[config.mk]
export PLATFORM = sky130hd
export DESIGN_NAME = vga_frame_monitor
export DESIGN_NICKNAME = d
export VERILOG_FILES = /design/src/rtl/vga_frame_monitor.sv
export SDC_FILE = /design/constraint.sdc
export NUM_CORES = 1
export LEC_CHECK = 0
export BUFFER_PORTS_ARGS = -buffer_cell sky130_fd_sc_hd__buf_2
export CAP_MARGIN = 10
export CORE_AREA = 2 2 88 99
export CTS_CLUSTER_SIZE = 8
export DETAILED_ROUTE_END_ITERATION = 10
export DIE_AREA = 0 0 90 101
export GPL_ROUTABILITY_DRIVEN = 0
export PLACE_DENSITY_LB_ADDON = 0.3
export SYNTH_ARGS = -nofsm -noshare
export SYNTH_HDL_FRONTEND = slang
export SYNTH_SLANG_ARGS = --single-unit
[constraint.sdc]
create_clock -name clk_100MHz -period 3.9 [get_ports clk_100MHz]
set_input_delay 0.78 -clock clk_100MHz [delete_from_list [all_inputs] [get_ports clk_100MHz]]
set_output_delay 0.78 -clock clk_100MHz [all_outputs]
set_load 0.1 [all_outputs]
[src/rtl/vga_frame_monitor.sv]
// Receiver-side VGA monitor: rebuilds pixel coordinates from sampled syncs, checks
// line/frame lengths and black blanking, and signs every frame with a rotate-xor.
module vga_frame_monitor #(
  parameter int H_ACTIVE    = 640,
  parameter int H_FRONT     = 16,
  parameter int H_SYNC      = 96,
  parameter int H_BACK      = 48,
  parameter int V_ACTIVE    = 480,
  parameter int V_FRONT     = 10,
  parameter int V_SYNC      = 2,
  parameter int V_BACK      = 33,
  parameter int LOCK_FRAMES = 2
) (
  input  logic        clk_100MHz,
  input  logic        reset,
  input  logic        pixel_tick,
  input  logic        h_sync,
  input  logic        v_sync,
  input  logic [3:0]  red,
  input  logic [3:0]  green,
  input  logic [3:0]  blue,
  output logic [9:0]  x_pos,
  output logic [9:0]  y_pos,
  output logic        in_active,
  output logic        locked,
  output logic        frame_done,
  output logic [15:0] frame_crc,
  output logic        frame_valid,
  output logic        timing_error,
  output logic        blank_error
);
  localparam int H_TOTAL = H_ACTIVE + H_FRONT + H_SYNC + H_BACK;
  localparam int V_TOTAL = V_ACTIVE + V_FRONT + V_SYNC + V_BACK;
  localparam int CW      = (LOCK_FRAMES > 1) ? $clog2(LOCK_FRAMES) : 1;

  localparam logic [9:0]    H_LAST     = 10'(H_TOTAL - 1);
  localparam logic [9:0]    V_LAST     = 10'(V_TOTAL - 1);
  localparam logic [9:0]    H_LO       = 10'(H_SYNC + H_BACK);
  localparam logic [9:0]    H_HI       = 10'(H_SYNC + H_BACK + H_ACTIVE);
  localparam logic [9:0]    V_LO       = 10'(V_SYNC + V_BACK - 1);
  localparam logic [9:0]    V_HI       = 10'(V_SYNC + V_BACK - 1 + V_ACTIVE);
  localparam logic [9:0]    CNT_MAX    = 10'h3FF;
  localparam logic [CW-1:0] CLEAN_LAST = CW'(LOCK_FRAMES - 1);

  // state  | meaning
  // SEARCH | no timing reference yet; waiting for the first applied frame restart
  // ALIGN  | counting consecutive clean frames;  LOCKED | checking, errors are sticky
  typedef enum logic [1:0] {SEARCH = 2'd0, ALIGN = 2'd1, LOCKED = 2'd2} state_t;

  state_t        r_state, w_state_next;
  logic [CW-1:0] r_clean, w_clean_next;

  logic        r_hs_prev, r_vs_prev, r_v_pending, r_frame_terr, r_frame_ok;
  logic [9:0]  r_h_cnt, r_v_cnt, r_x_pos, r_y_pos;
  logic [15:0] r_acc, r_frame_crc;
  logic        r_in_active, r_locked, r_frame_done, r_frame_valid;
  logic        r_timing_error, r_blank_error;

  logic [11:0] w_rgb;
  logic        w_h_edge, w_v_edge, w_v_apply, w_active;
  logic        w_line_err, w_frame_err, w_terr, w_blank_err, w_restart;
  logic [9:0]  w_h_next, w_v_next;

  assign w_rgb     = {red, green, blue};
  assign w_h_edge  = pixel_tick & r_hs_prev & ~h_sync;
  assign w_v_edge  = pixel_tick & r_vs_prev & ~v_sync;
  assign w_v_apply = w_h_edge & r_v_pending;

  assign w_h_next = w_h_edge ? 10'd0 :
                    (r_h_cnt == CNT_MAX) ? r_h_cnt : r_h_cnt + 10'd1;
  assign w_v_next = w_v_apply ? 10'd0 :
                    (w_h_edge && (r_v_cnt != CNT_MAX)) ? r_v_cnt + 10'd1 : r_v_cnt;

  // activity is judged on the coordinates of the pixel being sampled now
  assign w_active = (w_h_next >= H_LO) && (w_h_next < H_HI) &&
                    (w_v_next >= V_LO) && (w_v_next < V_HI);

  assign w_line_err  = w_h_edge  && (r_state != SEARCH) && (r_h_cnt != H_LAST);
  assign w_frame_err = w_v_apply && (r_state != SEARCH) && (r_v_cnt != V_LAST);
  assign w_terr      = w_line_err | w_frame_err;
  assign w_blank_err = pixel_tick && (r_state == LOCKED) && !w_active && (w_rgb != 12'h000);
  assign w_restart   = w_v_apply && (r_state != SEARCH);

  always_comb begin
    w_state_next = r_state;
    w_clean_next = r_clean;
    case (r_state)
      SEARCH: begin
        if (w_v_apply) begin
          w_state_next = ALIGN;
          w_clean_next = '0;
        end
      end
      ALIGN: begin
        if (w_terr) begin
          w_clean_next = '0;
        end else if (w_v_apply) begin
          if (r_frame_terr) begin
            w_clean_next = '0;
          end else if (r_clean == CLEAN_LAST) begin
            w_state_next = LOCKED;
            w_clean_next = '0;
          end else begin
            w_clean_next = r_clean + CW'(1);
          end
        end
      end
      LOCKED: begin
        if (w_terr) begin
          w_state_next = SEARCH;
          w_clean_next = '0;
        end
      end
      default: begin
        w_state_next = SEARCH;
        w_clean_next = '0;
      end
    endcase
  end

  always_ff @(posedge clk_100MHz or negedge reset) begin
    if (!reset) begin
      r_state <= SEARCH;
      r_clean <= '0;
    end else begin
      r_state <= w_state_next;
      r_clean <= w_clean_next;
    end
  end

  always_ff @(posedge clk_100MHz or negedge reset) begin
    if (!reset) begin
      r_hs_prev      <= 1'b1;
      r_vs_prev      <= 1'b1;
      r_v_pending    <= 1'b0;
      r_h_cnt        <= '0;
      r_v_cnt        <= '0;
      r_acc          <= 16'hFFFF;
      r_frame_terr   <= 1'b0;
      r_frame_ok     <= 1'b0;
      r_x_pos        <= '0;
      r_y_pos        <= '0;
      r_in_active    <= 1'b0;
      r_locked       <= 1'b0;
      r_frame_done   <= 1'b0;
      r_frame_crc    <= '0;
      r_frame_valid  <= 1'b0;
      r_timing_error <= 1'b0;
      r_blank_error  <= 1'b0;
    end else begin
      r_frame_done <= 1'b0;
      if (pixel_tick) begin
        r_hs_prev   <= h_sync;
        r_vs_prev   <= v_sync;
        r_h_cnt     <= w_h_next;
        r_v_cnt     <= w_v_next;
        r_v_pending <= w_v_edge | (r_v_pending & ~w_h_edge);
        r_in_active <= w_active && (w_state_next != SEARCH);
        r_x_pos     <= w_active ? w_h_next - H_LO : 10'd0;
        r_y_pos     <= w_active ? w_v_next - V_LO : 10'd0;
        r_locked    <= (w_state_next == LOCKED);

        if (w_v_apply)
          r_acc <= 16'hFFFF;
        else if (w_active)
          r_acc <= {r_acc[14:0], r_acc[15]} ^ {4'h0, w_rgb};

        if (w_v_apply)
          r_frame_terr <= 1'b0;
        else if (w_terr)
          r_frame_terr <= 1'b1;

        if (w_restart) begin
          r_frame_done  <= 1'b1;
          r_frame_crc   <= r_acc;
          r_frame_valid <= r_frame_ok && (r_state == LOCKED) && !w_terr && !w_blank_err;
        end else if (w_terr && (r_state == LOCKED)) begin
          r_frame_valid <= 1'b0;
        end

        if (w_v_apply)
          r_frame_ok <= (w_state_next == LOCKED) && !w_blank_err;
        else if (w_terr || w_blank_err || (w_state_next != LOCKED))
          r_frame_ok <= 1'b0;

        if (w_terr && (r_state == LOCKED))
          r_timing_error <= 1'b1;
        if (w_blank_err)
          r_blank_error <= 1'b1;
      end
    end
  end

  assign x_pos        = r_x_pos;
  assign y_pos        = r_y_pos;
  assign in_active    = r_in_active;
  assign locked       = r_locked;
  assign frame_done   = r_frame_done;
  assign frame_crc    = r_frame_crc;
  assign frame_valid  = r_frame_valid;
  assign timing_error = r_timing_error;
  assign blank_error  = r_blank_error;
endmodule

==> results of run 1 <==
-- sequential cells by signal (all words and copies together) (netlist names) --
register / cells
r_frame_terr: 1
r_v_cnt: 10
x_pos: 10
locked: 1
y_pos: 10
blank_error: 1
r_h_cnt: 10
r_vs_prev: 1
r_clean: 1
in_active: 1
r_acc: 16
frame_crc: 16
r_state: 2
r_hs_prev: 1
frame_done: 1
timing_error: 1
frame_valid: 1
r_v_pending: 1
r_frame_ok: 1
-- synth_stat cells, drive strengths merged (3+ instances only) --
master,count,share of area
nand4b,3,0.0057
a21oi,9,0.0098
mux2,23,0.056
o21ai,19,0.021
nor3,10,0.021
and3,9,0.012
xor2,5,0.0095
mux2i,20,0.044
buf,12,0.019
o311ai,3,0.0095
and4,5,0.010
nor2,34,0.028
nand3,8,0.011
and2,5,0.0068
dfstp,18,0.10
o211a,3,0.0065
nand2,20,0.016
inv,18,0.015
a31oi,5,0.0068
xnor2,17,0.032
a41oi,5,0.0095
dfrtp,68,0.37
ha,7,0.019
a22o,4,0.0076
o31ai,3,0.0049
o2bb2ai,21,0.040
clkbuf,10,0.0082
nor4,4,0.0068
nand4,8,0.011
-- where the power goes --
| group | internal [µW] | switching, µW |
|---|---|---|
| clock network | 301 | 331 |
| logic | 308 | 968 |
| registers | 1070 | 142 |
| total | 1680 | 1440 |
-- critical path: stages (launching register included) --
cell	delay [ps]
dfrtp_1	480
ha_1	370
nand3_2	200
or3_4	400
o21ai_1	260
a22o_1	260
ha_1	170
inv_1	40
a211o_1	250
a211oi_2	350
o311ai_4	190
buf_4	230
o2bb2ai_1	190
-- final cells by class --
class / count / area, µm² / share of cell area
multi-input combinational: 289 / 2220 / 0.430
sequential: 86 / 2170 / 0.420
timing repair buffer: 67 / 373 / 0.0720
tap: 111 / 139 / 0.0268
clock buffer: 10 / 128 / 0.0247
clock inverter: 6 / 70.1 / 0.0135
inverter: 18 / 67.6 / 0.0131
-- worst paths after layout --
path	slack [ps]	depth (start not counted)	to	startpoint
hold / removal	460	1	blank_error	blank_error
max in group asynchronous	2510	2	r_acc[12]	reset
min in group asynchronous	510	1	r_v_cnt[2]	reset
setup / recovery	430	12	y_pos[6]	r_v_cnt[0]
setup reg to reg	430	12	y_pos[6]	r_v_cnt[0]
hold reg to reg	460	1	blank_error	blank_error
-- kinds of logic after synthesis --
family	Yosys count	synth area share
AND/OR/NAND/NOR	120	0.153
AO/OA/AOI/OAI	97	0.170
flip-flops	86	0.474
multiplexers	43	0.100
buffers and inverters	40	0.0420
XOR/XNOR	22	0.0420
adder cells (fa/ha/maj)	7	0.0191
-- layer usage --
layer	global-route usage	vias to the layer above	wire length (µm)
met5	0	-	0
met4	0.0793	0	90
met3	0.0277	9	398
met2	0.393	95	5080
met1	0.311	1729	4430
li1	-	1646	-
-- metrics by stage --
step	cell area, µm²	hold slack [ps]	worst slack [ps]	util	instances
after floorplan	4590	453	571	-	415
after global placement	4980	436	591	0.611	571
after detailed placement	4980	447	439	0.611	571
after CTS	5180	468	495	0.635	587
after global routing	5180	495	217	0.635	587
final	5180	464	433	0.635	587
==> flow_summary_export.csv, run 1 <==
group,metric,value,unit
grt,grt_pass1_wl,16.9,mm
finish,drive_above_1_share,0.298,
grt,antenna_found_initial,0,
logic_synthesis,async_flop_share,1.00,
logic_synthesis,ys_seq_area_frac,0.474,
die,rows,35,
logic_synthesis,synth_warnings,0,
sta,skew,11.1,ps
logic_synthesis,ys_ff_latch,86,
die,ioPinCount,59,
sta,fmax,288,MHz
clock_network,clock_sinks,86,
critical_path,critPathMaxFanout,11,
power,peakVddDrop,536,µV
route,firstDrtPassIters,4,
logic_synthesis,synth_edf_count,0,
logic_synthesis,syn-instance-count,415,
clock_network,cts_root_buf,"clkbuf_8",
die,fp.coreArea,8150,µm²
grt,grt_start_max_net_pins,67,
route,ant_nets,0,
grt,grt_pass1_vias,3437,
clock_network,cts_tree,"built",
finish,n_antenna_cell,0,
route,routedWlPerCell,17.0,µm
place,io_buffers,58,
flow_run,drv_cap,0,
finish,nets,495,
clock_network,cts_setup_buffers,0,
sta,finalSetupViolCount,0,
die,die_y,101,µm
sta,finalCritPeriodShare,0.889,
route,viasPerCell,5.93,
route,drc,0,
die,start_util,0.563,
critical_path,path_class,"reg -> reg",
sta,period_needed,3470,ps
status,status,"finished, final reports clean",
critical_path,crit_arrival,3730,ps
sta,slew_headroom,0.414,
logic_synthesis,synth_area_per_cell,11.1,µm²
sta,slew_viol_final,0,
route,drt_wl_total,9.99,mm
power,p_total,3120,µW
route,num_vias,3479,
clock_network,numCtsBuffers,9,
sta,hold_viol_final,0,
place,hpwl,7.17,mm
logic_synthesis,netlist_area,4590,µm²
finish,nFillCells,684,
sta,worst_pin_slew,878,ps
logic_synthesis,syn-num-nets,439,
critical_path,start_kind,"flop",
grt,grt_usage,0.231,
finish,synthToLayoutAreaGrowth,12.8,%
logic_synthesis,ys.flop_type,"dfrtp_1",
clock_network,clk_pin_slew,90,ps
logic_synthesis,synth_cell_types,69,
clock_network,cts_hold_buf,0,
sta,rsz0062_at_grt,"no",
clock_network,clock_latency,350,ps
power,leakagePower,0.00240,µW
critical_path,cp_data_required_time,4160,ps
sta,finalSetupTns,0,ps
route,drt_iter0_markers,215,
finish,layout_common_cells,"dfrtp_1, buf_2, nor2_1",
die,die-area,9090,µm²
clock_network,ctsLongestPathBuffers,2,
clock_network,cts_max_level,3,
worst_hold_path,hp-class,"reg -> reg",
power,power.density,603,nW/µm²
clock_network,cts_resized,0,
finish,final_common_cell,"dfrtp_1",
critical_path,worstSetupEndpointType,"flop",
die,die_width,90,µm
grt,grt_overflow,0,
Power figures use the tool's default switching activity.
==> inputs of run 2 (changes only) <==
Settings changed: CORE_AREA 2 2 88 99 to 10 10 114 126, DIE_AREA 0 0 90 101 to 0 0 124 136.
Clock period 3.9 ns to 3.1 ns, I/O delays scaled along.
==> run 2 against run 1 <==
Net effect:
- power rose by 35%
- clock power grew 60%
- non-clock buffer count increased by 23
- cell count grew 11%
- combinational power is 32% higher
- sequential cell count did not move
- clock skew decreased by 2.5 ps
- critical path type unchanged
- largest cell class unchanged
- highest routed layer unchanged
==> flow_summary_export.csv, run 2 (synthesized netlist as in run 1, its figures left out) <==
group,metric,value,unit
status,status,"finished, final reports clean",
die,die_y,136,µm
power,p_comb_frac,0.402,
sta,hold_viol_final,0,
power,swShare,0.448,
route,ant_nets,0,
power,clkPwrFrac,0.239,
sta,finalCritPeriodShare,0.951,
route,routedWlPerCell,17.6,µm
finish,layout_common_cells,"dfrtp_1, buf_2, nor2_1",
sta,finalSetupViolCount,0,
die,ioPinCount,59,
clock_network,numCtsBuffers,9,
clock_network,clock_latency,340,ps
power,internal-power,2330,µW
die,rows,42,
die,start_util,0.388,
die,die_width,124,µm
sta,slew_viol_final,0,
clock_network,clk_pin_slew,70,ps
clock_network,cts_tree,"built",
die,die-area,16900,µm²
critical_path,worstSetupEndpointType,"flop",
critical_path,cp_slowest_cell,"or3_4",
critical_path,critPathMaxFanout,12,
sta,period_needed,2950,ps
sta,slew_headroom,0.661,
finish,fin_util,0.471,
finish,fin_area,5570,µm²
power,p_seq_frac,0.359,
critical_path,crit_arrival,3210,ps
route,viasPerCell,5.45,
clock_network,clock_sinks,86,
place,placed_area,5200,µm²
route,firstDrtPassIters,5,
sta,skew,8.59,ps
critical_path,cp_num_buf_inv,4,
power,switchingPower,1890,µW
critical_path,r2r_slack,150,ps
clock_network,cts_root_buf,"clkbuf_16",
clock_network,cts_max_level,3,
sta,fmax,339,MHz
grt,grt_pass1_wl,18.6,mm
worst_hold_path,hp-class,"in -> async",
finish,final_common_cell,"dfrtp_1",
grt,grt_start_max_net_pins,56,
finish,regArea,2180,µm²
clock_network,cts_hold_buf,0,
finish,drive_above_1_share,0.339,
critical_path,max_stage_delay,440,ps
clock_network,ctsLongestPathBuffers,2,
route,drt_iter0_markers,199,
finish,nets,518,
power,leakagePower,0.00258,µW
power,power.density,757,nW/µm²
finish,nFillCells,1117,
place,io_buffers,58,
critical_path,r2r_start,"r_v_cnt[6]",
critical_path,cp_data_required_time,3360,ps
finish,multi_input_area,2240,µm²
critical_path,cp_cell_sequence,"nand4_1 -> or3_4 -> nor3b_2 -> nand2_1 -> o21ai_0 -> inv_1 -> ha_1 -> inv_1 -> a211o_1 -> a211oi_4 -> o311ai_4 -> buf_12 -> clkbuf_16 -> o2bb2ai_1",
sta,worst_pin_slew,507,ps
grt,grt_pass1_vias,3601,
power,peakVddDrop,726,µV
die,fp.coreArea,11800,µm²
critical_path,reg2reg_to,"y_pos[5]",
route,drc,0,
route,drt_wl_total,11.5,mm
finish,synthToLayoutAreaGrowth,21.4,%
grt,grt_overflow,0,
critical_path,path_class,"reg -> reg",
critical_path,crit_path_frequent_cell,"inv_1",
critical_path,start_kind,"flop",
sta,finalSetupTns,0,ps
critical_path,worst_r2r_path_depth,14,
grt,grt_usage,0.139,
place,hpwl,8.35,mm
sta,rsz0062_at_grt,"yes",
flow_run,drv_cap,0,
critical_path,critical_path.top_delay_family,"compound AO/OA/AOI/OAI gates",
finish,n_antenna_cell,0,
grt,antenna_found_initial,0,
route,num_vias,3556,
run 2: cell count changes in the layout (fill, tap and decap cells not counted), sizes merged:
cell | before | now
bufinv | 1 | 0
buf | 67 | 88
clkinv | 0 | 3
inv | 20 | 19
clkbuf | 10 | 12
clkinvlp | 3 | 2
run 2: per-layer routing:
metal,vias up,track usage,share of wire
met3,10,0.0361,0.050
met1,1768,0.184,0.46
met4,0,0.0512,0.013
met2,89,0.213,0.48
li1,1689,-,-
met5,-,0,0
run 2: final cells by class:
type | instances | share of cell area
inverter | 18 | 0.0121
multi-input combinational | 289 | 0.402
tap | 154 | 0.0346
sequential | 86 | 0.391
clock buffer | 10 | 0.0411
timing repair buffer | 90 | 0.111
clock inverter | 6 | 0.00831
run 2: worst max path at each step:
stage / from / to / slack, ps / cells after the start
floorplan: h_sync / r_acc[0] / 30 / 13
global route: r_v_cnt[7] / y_pos[9] / -20 / 14
CTS: r_h_cnt[1] / r_acc[4] / 110 / 12
global placement: h_sync / r_acc[2] / 160 / 13
finish: r_v_cnt[6] / y_pos[5] / 150 / 14
detailed placement: pixel_tick / r_acc[13] / 60 / 12
run 2: repair_timing:
item,4_1_cts,5_1_grt
setup endpoints to repair,0,21
gates resized for setup,0,5
setup buffers,0,2
run 2: power by group through the flow:
stage / clock, µW / combinational [µW] / sequential (µW)
finish: 1010 / 1690 / 1510
detailed placement: 0 / 1700 / 1530
floorplan: 0 / 527 / 2320
CTS: 1040 / 1700 / 1520
global route: 1080 / 1800 / 1550
global placement: 0 / 1680 / 1530
run 2: metrics by stage:
stage	std cells	power [µW]	hold slack (ps)	setup slack [ps]
after floorplan	415	2840	324	29.4
after global placement	633	3210	467	160
after detailed placement	633	3230	461	61.6
after CTS	649	4250	227	107
after global routing	653	4430	238	-23.6
final	653	4210	213	151
